[config.mk]
export PLATFORM = sky130hd
export DESIGN_NAME = sgdmac_rd_sched
export DESIGN_NICKNAME = d
export VERILOG_FILES = /design/src/rtl/sgdmac_rd_sched.sv
export SDC_FILE = /design/constraint.sdc
export NUM_CORES = 1
export LEC_CHECK = 0
export CAP_MARGIN = 20
export CORE_MARGIN = 2
export CORE_UTILIZATION = 41
export DETAILED_ROUTE_END_ITERATION = 12
export PLACE_DENSITY = 0.91
export SETUP_SLACK_MARGIN = 0.15
export SYNTH_ARGS = -nofsm -noshare
export SYNTH_HDL_FRONTEND = slang
export SYNTH_SLANG_ARGS = --single-unit
[constraint.sdc]
create_clock -name clk -period 5.3 [get_ports clk]
set_input_delay 1.59 -clock clk [delete_from_list [all_inputs] [get_ports clk]]
set_output_delay 1.59 -clock clk [all_outputs]
set_load 0.03 [all_outputs]
[src/rtl/sgdmac_rd_sched.sv]
// sgdmac_rd_sched: round-robin AR scheduler for the SG-DMA read path with
// per-master outstanding-burst accounting driven by the R channel.
module sgdmac_rd_sched #(
  parameter int unsigned N_MASTER   = 2,
  parameter int unsigned DATA_SIZE  = 41,
  parameter int unsigned MAX_OUTSTD = 4
) (
  input  logic                            clk,
  input  logic                            rst_n,
  input  logic [N_MASTER-1:0]             req_valid_i,
  input  logic [N_MASTER*DATA_SIZE-1:0]   req_data_i,
  output logic [N_MASTER-1:0]             req_ready_o,
  output logic                            arvalid_o,
  input  logic                            arready_i,
  output logic [3:0]                      arid_o,
  output logic [DATA_SIZE-1:0]            ar_data_o,
  input  logic                            rvalid_i,
  input  logic                            rlast_i,
  input  logic [3:0]                      rid_i,
  input  logic [N_MASTER-1:0]             rready_i,
  output logic                            rready_o,
  output logic [N_MASTER*4-1:0]           outstd_o,
  output logic                            bad_rid_o
);

  localparam int unsigned CW = 4;

  localparam logic [0:0] S_IDLE  = 1'b0;
  localparam logic [0:0] S_ISSUE = 1'b1;

  logic [0:0]                   state_q;
  logic [0:0]                   state_d;
  logic [CW-1:0]                last_grant_q;
  logic [N_MASTER-1:0][CW-1:0]  outstd_q;

  logic [N_MASTER-1:0]          elig;
  logic                         win_found;
  logic [CW-1:0]                win_idx;
  logic [DATA_SIZE-1:0]         win_data;
  logic                         rid_known;
  logic                         grant;
  logic                         ar_hs;
  logic                         r_done;
  logic [N_MASTER-1:0]          inc_vec;
  logic [N_MASTER-1:0]          dec_vec;

  // Eligibility: requesting and below the outstanding-burst ceiling
  always_comb begin
    elig = '0;
    for (int m = 0; m < N_MASTER; m++) begin
      elig[m] = req_valid_i[m] && (outstd_q[m] < CW'(MAX_OUTSTD));
    end
  end

  // Round-robin pick: first eligible above last_grant, else first eligible from 0
  always_comb begin
    win_found = 1'b0;
    win_idx   = '0;
    for (int m = 0; m < N_MASTER; m++) begin
      if (!win_found && elig[m] && (CW'(m) > last_grant_q)) begin
        win_found = 1'b1;
        win_idx   = CW'(m);
      end
    end
    for (int m = 0; m < N_MASTER; m++) begin
      if (!win_found && elig[m]) begin
        win_found = 1'b1;
        win_idx   = CW'(m);
      end
    end
  end

  // Payload mux for the winner
  always_comb begin
    win_data = '0;
    for (int m = 0; m < N_MASTER; m++) begin
      if (win_idx == CW'(m)) begin
        win_data = req_data_i[m*DATA_SIZE +: DATA_SIZE];
      end
    end
  end

  // Accept strobe toward the winner, only while idle and out of reset
  always_comb begin
    req_ready_o = '0;
    if (rst_n && (state_q == S_IDLE) && win_found) begin
      for (int m = 0; m < N_MASTER; m++) begin
        req_ready_o[m] = (win_idx == CW'(m));
      end
    end
  end

  // R-ready routing; beats with unknown IDs are drained
  always_comb begin
    rid_known = (rid_i < CW'(N_MASTER));
    rready_o  = 1'b1;
    for (int m = 0; m < N_MASTER; m++) begin
      if (rid_i == CW'(m)) begin
        rready_o = rready_i[m];
      end
    end
  end

  // Next-state logic and per-master counter update strobes
  always_comb begin
    state_d = state_q;
    grant   = 1'b0;
    ar_hs   = 1'b0;
    case (state_q)
      S_IDLE: begin
        if (win_found) begin
          grant   = 1'b1;
          state_d = S_ISSUE;
        end
      end
      S_ISSUE: begin
        if (arready_i) begin
          ar_hs   = 1'b1;
          state_d = S_IDLE;
        end
      end
      default: state_d = S_IDLE;
    endcase
    r_done  = rvalid_i && rready_o && rlast_i && rid_known;
    inc_vec = '0;
    dec_vec = '0;
    for (int m = 0; m < N_MASTER; m++) begin
      inc_vec[m] = ar_hs && (arid_o == CW'(m));
      dec_vec[m] = r_done && (rid_i == CW'(m));
    end
  end

  // State, AR payload, grant pointer, counters and bad-ID flag
  always_ff @(posedge clk) begin
    if (!rst_n) begin
      state_q      <= S_IDLE;
      arid_o       <= '0;
      ar_data_o    <= '0;
      last_grant_q <= CW'(N_MASTER - 1);
      outstd_q     <= '0;
      bad_rid_o    <= 1'b0;
    end else begin
      state_q   <= state_d;
      bad_rid_o <= rvalid_i && !rid_known;
      if (grant) begin
        arid_o       <= win_idx;
        ar_data_o    <= win_data;
        last_grant_q <= win_idx;
      end
      for (int m = 0; m < N_MASTER; m++) begin
        if (inc_vec[m] && !dec_vec[m]) begin
          outstd_q[m] <= outstd_q[m] + CW'(1);
        end else if (dec_vec[m] && !inc_vec[m] && (outstd_q[m] != '0)) begin
          outstd_q[m] <= outstd_q[m] - CW'(1);
        end
      end
    end
  end

  assign arvalid_o = (state_q == S_ISSUE);
  assign outstd_o  = outstd_q;

endmodule

=== After elaboration in Yosys (flattened, before gate mapping) ===
Cells that the tools add are included.
W data, S select, Z words.

* Register bits: 59
* Input bits: 95

* Add/sub/neg operators: 4
* Order comparisons: 5
* Equal/unequal tests: 3
* Muxes and demuxes: 22
* Bitwise gates (word level): 1
* Reductions and logical operators: 38

{| class="wikitable"
|+ Operators by type and width
! cell !! number
|-
| $mux W41 || 2
|-
| $mux W4 || 6
|-
| $logic_and A1 B1 Y1 || 23
|-
| $eq A4 B1 Y1 const B || 3
|-
| $logic_not A4 Y1 || 3
|-
| $mux W1 || 12
|-
| $add A4 B1 Y4 const B || 2
|-
| $gt A1 B4 Y1 const A || 2
|-
| $logic_not A1 Y1 || 8
|-
| $lt A4 B3 Y1 const B || 2
|-
| $reduce_bool A4 Y1 || 2
|-
| $sub A4 B1 Y4 const B || 2
|-
| $lt A4 B2 Y1 const B || 1
|-
| $reduce_bool A2 Y1 || 2
|-
| $mux W2 || 1
|-
| $pmux W1 S2 || 1
|-
| $not A1 Y1 || 1
|}

=== Longest topological paths before layout ===
* Depth in word-level cells: 17
* Gate-level depth with buffers: 9

=== Worst setup path after synthesis ===
No wires, ideal clock.

* Kind: input port to output port
* Start: in req_valid_i[1]
* End: out req_ready_o[1]
* Arrival time: 3119 ps
* Setup slack: 591 ps
* Cell stages on the path: 4
* Buffers on the path: 1
* Path through: or3b_4 o21bai_4 buf_2 nor3b_1

* Longest elaborated chain between the ends: 12
* Elaborated cells between the ends (all ways): 16
* Those cells by class: eq/ne: 1; mux: 7; reduce/logical: 8

{| class="wikitable"
|+ RTL lines
! what !! RTL line !! source
|-
| from (decl) || 10 || <nowiki>input logic [N_MASTER-1:0] req_valid_i,</nowiki>
|-
| $logic_and A1 B1 Y1 * || 51 || <nowiki>elig[m] = req_valid_i[m] && (outstd_q[m] < CW'(MAX_OUTSTD));</nowiki>
|-
| $logic_and A1 B1 Y1 (2 in series) || 60 || <nowiki>if (!win_found && elig[m] && (CW'(m) > last_grant_q)) begin</nowiki>
|-
| $mux W1 || 60 ||
|-
| $logic_not A1 Y1 || 66 || <nowiki>if (!win_found && elig[m]) begin</nowiki>
|-
| $logic_and A1 B1 Y1 || 66 ||
|-
| $mux W1 || 66 ||
|-
| $logic_not A1 Y1 || 66 ||
|-
| $logic_and A1 B1 Y1 || 66 ||
|-
| $mux W4 or $mux W1 (tied branches) || 66 ||
|-
| $eq A4 B1 Y1 or $logic_and A1 B1 Y1 (tied branches) || 88, 86 ||
|-
| $mux W2 * || 86 || <nowiki>if (rst_n && (state_q == S_IDLE) && win_found) begin</nowiki>
|-
| to (decl) || 12 || <nowiki>output logic [N_MASTER-1:0] req_ready_o,</nowiki>
|}

Mark *: on every way between the ends. The rest lies on a longest branch, timed or not.

=== Final worst setup path ===
* Start: in rid_i[1]
* End: out rready_o

* Longest elaborated chain between the ends: 3
* Elaborated cells between the ends (all ways): 4
* Those cells by class: eq/ne: 1; mux: 2; reduce/logical: 1

{| class="wikitable"
|+ RTL lines
! what !! RTL line !! source
|-
| from (decl) || 19 || <nowiki>input logic [3:0] rid_i,</nowiki>
|-
| $logic_not A4 Y1 || 98 || <nowiki>if (rid_i == CW'(m)) begin</nowiki>
|-
| $mux W1 || 98 ||
|-
| $mux W1 * || 98 ||
|-
| to (decl) || 21 || <nowiki>output logic rready_o,</nowiki>
|}

Marks and branches as above.

==> metrics.txt <==
Final period util=91.80%; largest net degree at the start of global routing=85; CTS buffer count=5; R2R cell count=8; Yosys warnings=0; Critical Path AT=3.28 ns; postcts setup bufs=0; PortBufs=149; Post-DP HPWL=5.466 mm; reg-to-reg startpoint=arvalid_o$_SDFF_PN0_; Final Worst Setup Slack=0.4348 ns; Yosys cell types=44; Lkg Pwr=1.604 nW; ant diodes=0; TNS Setup=0 ns; syn_area_per_cell=8.146 sq um; RSZ-0062 raised after global routing=no; fin area=4155 sq um; number of storage elements in the synthesis netlist=53; slew margin rel.=40.85%; Detail Route Antenna Nets=0; maximum clock insertion buffer count=2; die width=84.11 um; flop2flop setup slack=2.89 ns; outcome=complete, no violations; root buffer cell=clkbuf_8; Core Footprint=6277 sq um; DRC=0; drt pass-1 iters=4; Reg2Reg Capture Point=outstd_o[7]$_SDFFE_PN0P_; placed cell count=528; number of flops mapped to enable cells by yosys=0; most frequent cells in the layout=147 x clkdlybuf4s50_1, 92 x nand2_1, 53 x dfxtp_1, 45 x o21ai_0, 41 x a31oi_1; clk_skew=0.005119 ns; sequential share of the synthesized area=40.32%; detailed router's first-iteration violation count=119; ys async rst share=0%; CP Capture Type=output port; pwr dens=268.4 nW/um^2; Post-DP Area=4069 sq um; DIE AREA=7074 sq um; commonest non-fill, non-tap cell in the layout=clkdlybuf4s50_1; highest metal used=met4; Synth Area in Adders=3.424%; CTS tree=yes; MaxCap Viol Count=0; total power=1.115 mW; Hold WS=0.5443 ns; Hold Fails Final Rpt=0; Finished Core Util=66.19%; Via density=5.260; gr usage total=21.08%; Synth Area in Compound Gates=24.73%; routed length on met2=3.886 mm; hold buffers post-CTS=0; CTS Sinks=53; final setup fails=0; Tmin final=4.865 ns; Clock transition at path regs=0.09 ns; WL per Instance=14.06 um; xor and xnor area share after synthesis=0.6657%; VDD IR max=0.0001465 V; Met1 Wirelength=3.017 mm; Initial Util=41.92%; post-synthesis mux area share=1.522%; fin. max-slew vios=0; Worst-Skew Late Latency=0.29 ns; Mapped Area=2631 sq um; crit path capture=rready_o; largest family of logic cells by synthesized area=compound AO/OA/AOI/OAI gates; layout cells sized above 1=5.022%; critical path class=input pin to output port; Final Wtd Congestion=0.7824; DIE HEIGHT=84.11 um; Synth Area in Simple Gates=21.40%; area grow syn2layout=57.92%; vias=2814; H-tree depth=2; critical path required time=3.71 ns; first-pass GRT wire length=12.47 mm; initial antenna violation count=0; crit path launch=rid_i[1]; worst hold path type=flip-flop to flip-flop; vias in the first global route=2754; worst-margin pin slew=0.8873 ns; routed length on met3=546 um; pre-CTS setup slack=0.4261 ns; final WL=7.524 mm; max frequency=205.5 MHz; CP max FO=2; global route overflow=0; Startpoint Class=input pin; post-route non-filler standard cell count=535; Main synth FF type=dfxtp_1; post-synthesis cell count=323; row count=29; fin nets=559; I/O pins=153; Post-CTS Resized=0
==> worst max-delay path, cell delays in order <==
cell,delay (ns)
clkdlybuf4s50_1,0.40
or3_1,0.39
a211o_2,0.31
clkdlybuf4s50_1,0.59
==> power by group <==
group	switching (mW)	internal, mW
Clock	0.124	0.104
Combinational	0.227	0.190
Sequential	0.0264	0.444
==> kinds of logic after synthesis <==
group / Yosys count
buf+inv: 32
fa+ha+maj: 6
flops: 53
compound gates: 105
xor+xnor: 2
other cells: 1
simple gates: 120
mux: 4
==> registers in the layout (all words and copies together), names as in the netlist <==
| register | flops |
|---|---|
| outstd_o | 8 |
| last_grant_q | 1 |
| arvalid_o | 1 |
| bad_rid_o | 1 |
| ar_data_o | 41 |
| arid_o | 1 |
==> layout make-up <==
cell class,count,area [sq um]
clock buffers,7,86.33
fillers,519,2122
inverters,4,15.01
multi-input cells,240,1373
flip-flops and latches,53,1061
well taps,77,96.34
repair buffers,154,1524
==> worst min path at each step <==
stage,from,endpoint,cells after the start
floorplan,last_grant_q[0]$_SDFFE_PN1P_,last_grant_q[0]$_SDFFE_PN1P_,2
global placement,ar_data_o[10]$_SDFFE_PN0P_,ar_data_o[10]$_SDFFE_PN0P_,2
detailed placement,ar_data_o[33]$_SDFFE_PN0P_,ar_data_o[33]$_SDFFE_PN0P_,2
CTS,ar_data_o[33]$_SDFFE_PN0P_,ar_data_o[33]$_SDFFE_PN0P_,2
global route,ar_data_o[1]$_SDFFE_PN0P_,ar_data_o[1]$_SDFFE_PN0P_,2
finish,ar_data_o[33]$_SDFFE_PN0P_,ar_data_o[33]$_SDFFE_PN0P_,2
==> synth_stat cells (2+ instances only) <==
cell	instances	share of area, %
a21boi_0	2	0.57
nor2_1	2	0.29
a21oi_1	4	0.76
dfxtp_1	53	40
and3b_1	3	1.0
buf_2	8	1.5
o21a_1	2	0.57
clkbuf_8	3	1.6
nor4_4	2	1.6
o21ai_0	45	8.6
mux2i_1	4	1.5
or3b_4	2	0.86
nor3_1	2	0.38
nand2_1	92	13
and3_1	2	0.48
buf_6	3	1.3
clkbuf_1	7	1.0
o311ai_0	2	0.67
inv_1	4	0.57
nand3_1	2	0.38
a31oi_1	41	9.7
nor4_1	2	0.48
ha_1	4	1.9
fa_1	2	1.5
xnor2_1	2	0.67
nor2b_1	3	0.71
buf_4	6	1.7
nand4_1	3	0.71
==> metal layers <==
metal  global-route usage (%)  up-vias
met1                    23.68     1310
li1                         -     1404
met3                    7.122        8
met2                    38.46       92
met5                        0        -
met4                    4.692        0
Note: power is estimated with default switching activity, not from simulation.
